$ cat src/rtl/hc_pkg.sv
// Shared constants for the Q17.14 dot-product engine: feature count, format,
// weight/bias table and the controller state encoding.
package hc_pkg;

   localparam int N_FEAT       = 6;
   localparam int HC_FRAC_BITS = 14;
   localparam int ACC_W        = 52;
   localparam int IDX_W        = 3;

   localparam logic signed [31:0] BIAS = 32'sh0000_0000;
   localparam logic signed [31:0] W0   = 32'sh0000_4000;
   localparam logic signed [31:0] W1   = 32'sh0000_4000;
   localparam logic signed [31:0] W2   = 32'sh0000_4000;
   localparam logic signed [31:0] W3   = 32'sh0000_4000;
   localparam logic signed [31:0] W4   = 32'sh0000_4000;
   localparam logic signed [31:0] W5   = 32'sh0000_4000;

   typedef enum logic [1:0] {
      IDLE = 2'd0,
      MAC  = 2'd1,
      DONE = 2'd2
   } hc_state_e;

   // Weight lookup by feature index; out-of-range indices contribute nothing.
   function automatic logic signed [31:0] hc_weight(input logic [IDX_W-1:0] i);
      case (i)
         3'd0:    hc_weight = W0;
         3'd1:    hc_weight = W1;
         3'd2:    hc_weight = W2;
         3'd3:    hc_weight = W3;
         3'd4:    hc_weight = W4;
         3'd5:    hc_weight = W5;
         default: hc_weight = 32'sh0000_0000;
      endcase
   endfunction

endpackage

$ cat src/rtl/hc_sat_q17_14.sv
// Clips the wide accumulator to the signed 32-bit Q17.14 range and flags
// whether clipping happened.
module hc_sat_q17_14
   import hc_pkg::*;
(
   input  logic signed [ACC_W-1:0] acc_i,
   output logic signed [31:0]      q_o,
   output logic                    sat_o
);

   logic [ACC_W-32:0] top_bits;

   // The value fits in 32 bits exactly when bits [ACC_W-1:31] are all equal.
   always_comb begin
      top_bits = acc_i[ACC_W-1:31];
      sat_o    = 1'b0;
      q_o      = acc_i[31:0];
      if (!((&top_bits) || !(|top_bits))) begin
         sat_o = 1'b1;
         q_o   = acc_i[ACC_W-1] ? 32'sh8000_0000 : 32'sh7FFF_FFFF;
      end
   end

endmodule

$ cat src/rtl/hc_dot_engine.sv
// Six-feature Q17.14 weighted-sum classifier using one shared multiplier,
// one product per cycle, with a valid/ready handshake on each side.
//
//   state | meaning
//   ------+--------------------------------------------------------------
//   IDLE  | in_ready=1; waits for a vector, captures it and loads BIAS
//   MAC   | one multiply-accumulate per cycle, idx 0..5
//   DONE  | out_valid=1; result held until out_ready
module hc_dot_engine
   import hc_pkg::*;
#(
   parameter int                 FRAC_BITS = HC_FRAC_BITS,
   parameter logic signed [31:0] THRESH    = 32'sd0
) (
   input  logic               clk,
   input  logic               rst,
   input  logic signed [31:0] in0,
   input  logic signed [31:0] in1,
   input  logic signed [31:0] in2,
   input  logic signed [31:0] in3,
   input  logic signed [31:0] in4,
   input  logic signed [31:0] in5,
   input  logic               in_valid,
   output logic               in_ready,
   output logic signed [31:0] score,
   output logic               class_out,
   output logic               sat,
   output logic               out_valid,
   input  logic               out_ready
);

   hc_state_e state_q, state_d;

   logic signed [31:0]      x_q [N_FEAT];
   logic signed [31:0]      x_d [N_FEAT];
   logic [IDX_W-1:0]        idx_q, idx_d;
   logic signed [ACC_W-1:0] acc_q, acc_d;
   logic signed [31:0]      score_q, score_d;
   logic                    class_q, class_d;
   logic                    sat_q, sat_d;

   logic signed [31:0]      x_sel;
   logic signed [31:0]      w_sel;
   logic signed [63:0]      prod;
   logic signed [ACC_W-1:0] term;
   logic signed [ACC_W-1:0] mac_sum;
   logic signed [31:0]      clip_val;
   logic                    clip_sat;

   // Shared datapath: select feature/weight by idx, scale, accumulate.
   always_comb begin
      x_sel = 32'sh0000_0000;
      for (int i = 0; i < N_FEAT; i++) begin
         if (idx_q == IDX_W'(i)) x_sel = x_q[i];
      end
      w_sel   = hc_weight(idx_q);
      prod    = x_sel * w_sel;
      term    = ACC_W'(prod >>> FRAC_BITS);
      mac_sum = acc_q + term;
   end

   hc_sat_q17_14 u_sat (
      .acc_i (mac_sum),
      .q_o   (clip_val),
      .sat_o (clip_sat)
   );

   always_comb begin
      state_d = state_q;
      x_d     = x_q;
      idx_d   = idx_q;
      acc_d   = acc_q;
      score_d = score_q;
      class_d = class_q;
      sat_d   = sat_q;

      case (state_q)
         IDLE: begin
            if (in_valid) begin
               x_d[0]  = in0;
               x_d[1]  = in1;
               x_d[2]  = in2;
               x_d[3]  = in3;
               x_d[4]  = in4;
               x_d[5]  = in5;
               acc_d   = {{(ACC_W-32){BIAS[31]}}, BIAS};
               idx_d   = '0;
               state_d = MAC;
            end
         end
         MAC: begin
            acc_d = mac_sum;
            idx_d = idx_q + 1'b1;
            // Last product: register the clipped result as DONE is entered.
            if (idx_q == IDX_W'(N_FEAT - 1)) begin
               idx_d   = '0;
               score_d = clip_val;
               sat_d   = clip_sat;
               class_d = (clip_val > THRESH);
               state_d = DONE;
            end
         end
         DONE: begin
            if (out_ready) state_d = IDLE;
         end
         default: state_d = IDLE;
      endcase
   end

   always_ff @(posedge clk) begin
      if (rst) begin
         state_q <= IDLE;
         for (int i = 0; i < N_FEAT; i++) x_q[i] <= 32'sh0000_0000;
         idx_q   <= '0;
         acc_q   <= '0;
         score_q <= 32'sh0000_0000;
         class_q <= 1'b0;
         sat_q   <= 1'b0;
      end else begin
         state_q <= state_d;
         for (int i = 0; i < N_FEAT; i++) x_q[i] <= x_d[i];
         idx_q   <= idx_d;
         acc_q   <= acc_d;
         score_q <= score_d;
         class_q <= class_d;
         sat_q   <= sat_d;
      end
   end

   assign in_ready  = (state_q == IDLE);
   assign out_valid = (state_q == DONE);
   assign score     = score_q;
   assign class_out = class_q;
   assign sat       = sat_q;

endmodule
$ cat config.mk
export PLATFORM = sky130hd
export DESIGN_NAME = hc_dot_engine
export DESIGN_NICKNAME = d
export VERILOG_FILES = /design/src/rtl/hc_pkg.sv /design/src/rtl/hc_sat_q17_14.sv /design/src/rtl/hc_dot_engine.sv
export SDC_FILE = /design/constraint.sdc
export NUM_CORES = 1
export LEC_CHECK = 0
export ABC_AREA = 1
export BUFFER_PORTS_ARGS = -buffer_cell sky130_fd_sc_hd__buf_2
export CAP_MARGIN = 20
export CORE_UTILIZATION = 25
export DETAILED_ROUTE_END_ITERATION = 10
export GPL_ROUTABILITY_DRIVEN = 0
export GPL_TIMING_DRIVEN = 0
export PLACE_DENSITY_LB_ADDON = 0.08
export SETUP_SLACK_MARGIN = 0.2
export SLEW_MARGIN = 10
export SYNTH_ARGS = -nofsm -noshare
export SYNTH_HDL_FRONTEND = slang
export SYNTH_SLANG_ARGS = --single-unit
$ cat constraint.sdc
create_clock -name clk -period 4.7 [get_ports clk]
set_clock_uncertainty 0.2 [all_clocks]
set_input_delay 0.705 -clock clk [delete_from_list [all_inputs] [get_ports clk]]
set_output_delay 0.705 -clock clk [all_outputs]
set_load 0.1 [all_outputs]
==> out/metrics.cfg <==
[critical_path]
critPathArrivalTime_ns=5.03
crit_top_cell=nand2_2
timing.rr.end=class_out
r2r_slack_ns=-0.04
start_kind=flip-flop
worstPathMaxFanout=8
worst-r2r-cell-count=33
r2r_start=idx_q[0]
crit_type=flip-flop to flip-flop
slowest_stage=o32a_1
cp_num_buf_inv=8
path_depth=33
cpPeakStageDelay_ns=0.37
end_kind=flip-flop
required_ns=4.99
path_delay_family=simple AND/OR/NAND/NOR gates

[min_path]
holdPathStages=3
holdPathEnd=x_q[108]
hp-start=in2[12]
hp-class=input pin to flip-flop

[synthesis]
synth_flop_cell=dfxtp_1
yosys_warnings=0
ys_top_cells_by_count=nand2_1 (619), nor2_1 (468), o21ai_0 (294), dfxtp_1 (283), inv_1 (277)
syn_area_sq_um=16100
synth_edf_count=0
synth.most_common_cell=nand2_1
syn_nets=2831
synth_cell_type_count=38
avgSynthCellArea_sq_um=6.25
synth_area_leaders=dfxtp_1 (35%), nand2_1 (14%), nor2_1 (11%)
yosysSeqAreaShare=0.351
ys_ff_latch=283
synth_cells=2582
synth_async_sr_flop_share=0
yosysTopAreaCell=dfxtp_1
yosysTopAreaCellShare=0.351

[sta]
rsz0062_at_grt=yes
max_freq_mhz=211
hold_viol=0
worst_slack_ns=-0.0416
whs_ns=0.194
fin_crit_ns=4.74
relSlewSlack=0.284
final-max-slew-violation-count=0
tightest_slew_ns=1.07
tns_ns=-0.0769
fin_crit_sh=1.01
setup_viol=5

[global_routing]
grt_overflow=0
antenna_found_initial=3
grt_max_degree=12
grt_usage=0.207
grt_pass1_vias=17078
grt_pass1_wl_um=102000

[die]
initial_core_util=0.254
coreArea_sq_um=63400
die_x_um=256
pin_count=232
die_y_um=256
dieArea_sq_um=65500
num_rows=92

[power_and_ir_drop]
leakage_nw=10.4
intPower_mw=4.93
power_switching_mw=2.34
pwr-share-comb=0.239
p_seq_frac=0.369
ir_worst_vdd_v=0.000239
sw_frac_of_total=0.321
powerDensity_nw_per_um2=317
power_frac_clock=0.392

[routing]
drc=0
num_vias=17451
drtAntennaViolNets=0
routed_wirelength_um=70600
drt-pass1-iter-count=5
via_per_inst=4.59
wl_per_cell_um=18.6
drt_first_iter_violations=820

[final_layout]
fin_util=0.361
stdcell_count=3801
final.fill_count=7005
synthToLayoutAreaGrowth_pct=41.9
fin_nets=3176
layout-drive-gt1-share=0.298

[clock_tree]
numCtsBuffers=36
cts_hold_buf=0
tritoncts=done
clock-root-buffer=clkbuf_16
clk_path_buf_depth=3
cts.sinks=283
h-tree-depth=2
insertion_delay_ns=0.57
clkTransAtPathRegs_ns=0.06

[status]
status=finished, violations left
failed_checks=setup timing

[placed_design]
dp_hpwl_um=55600
place_inst=3659
io_buffers=230

[flow_run]
drv_cap=0

worst register-to-register path, delay by kind of cell (launching register included):
family                     cells  cell delay (ns)
and+or+nand+nor               20             2.06
buffers and inverters          8             1.04
AOI/OAI and AO/OA              3             0.54
adders and majority gates      2             0.49
DFF                            1             0.32
metrics by stage:
step / area (sq um) / power [mW] / setup slack [ns]
after global placement: 18300 / 3.99 / -1.99
after global routing: 22900 / 7.62 / -0.230
after CTS: 20800 / 7.05 / -0.222
after floorplan: 16100 / 3.49 / 0.531
after detailed placement: 18300 / 4.00 / -1.99
final: 22900 / 7.27 / -0.0416
power by group through the flow:
stage	combinational [mW]	sequential (mW)	clock, mW
6_report	1.74	2.68	2.85
5_1_grt	1.90	2.70	3.02
4_1_cts	1.45	2.67	2.93
3_5_place_dp	1.29	2.71	0
3_3_place_gp	1.29	2.70	0
2_1_floorplan	0.807	2.68	0
registers in the layout (all words and copies together), names as in the netlist:
name,flops
acc_q,52
idx_q,3
sat,1
class_out,1
x_q,192
state_q,2
score,32
how the worst max path moves through the flow:
stage          startpoint        end  slack (ns)
6_report         idx_q[0]  class_out       -0.04
3_3_place_gp     idx_q[0]  class_out       -1.99
5_1_grt          idx_q[0]  class_out       -0.23
2_1_floorplan    idx_q[0]  class_out        0.53
4_1_cts          idx_q[0]  class_out       -0.22
3_5_place_dp     idx_q[0]  class_out       -1.99
cell usage in the layout (no fill, tap or decap), types with 35 or more instances in the layout:
cell type  synthesis  final
a21oi_1          217    148
a21oi_2            1     66
buf_2              2    231
buf_4              3     57
clkbuf_1         113    100
clkbuf_16          0     44
dfxtp_1          283    280
ha_4               0     41
inv_1            277    249
inv_2             32     52
nand2_1          619    493
nand2_2           15     98
nand2_4            0     42
nand3_1           57     42
nor2_1           468    419
nor2_2            23     39
nor2_4             2     35
o21ai_0          294    235
o21ai_1            0     36
layout make-up:
class	instances	area [sq um]	area share
diodes	1	2.50	0.000109
plain buffers	121	737	0.0322
clock buffers	57	1080	0.0472
clock inverters	8	126	0.00552
inverters	310	1180	0.0518
multi-input cells	1867	11100	0.484
flip-flops and latches	283	5670	0.248
well taps	846	1060	0.0462
repair buffers	307	1940	0.0848
repair inverters	1	7.51	0.000328
routing by layer:
| metal | global-route usage | share of wire | up-vias |
|---|---|---|---|
| li1 | - | - | 8928 |
| met1 | 0.264 | 0.45 | 8096 |
| met2 | 0.356 | 0.48 | 327 |
| met3 | 0.0286 | 0.040 | 96 |
| met4 | 0.0699 | 0.031 | 4 |
| met5 | 0 | 0.00026 | - |
logic make-up (layout without fill, tap and decap cells):
logic type	Yosys count	in the layout	share of synthesized area
AO/OA/AOI/OAI	561	561	0.185
XOR/XNOR	29	29	0.0157
adder cells (fa/ha/maj)	53	53	0.0416
buffers and inverters	432	804	0.103
flip-flops	283	283	0.351
other	0	1	0
AND/OR/NAND/NOR	1224	1224	0.304
repair_timing:
item                       4_1_cts  5_1_grt
gates cloned                     6        6
gates resized for setup        248      459
pin swaps                       48      150
setup endpoints to repair       64       34
buffers inserted                28       36
Power figures use the tool's default switching activity.
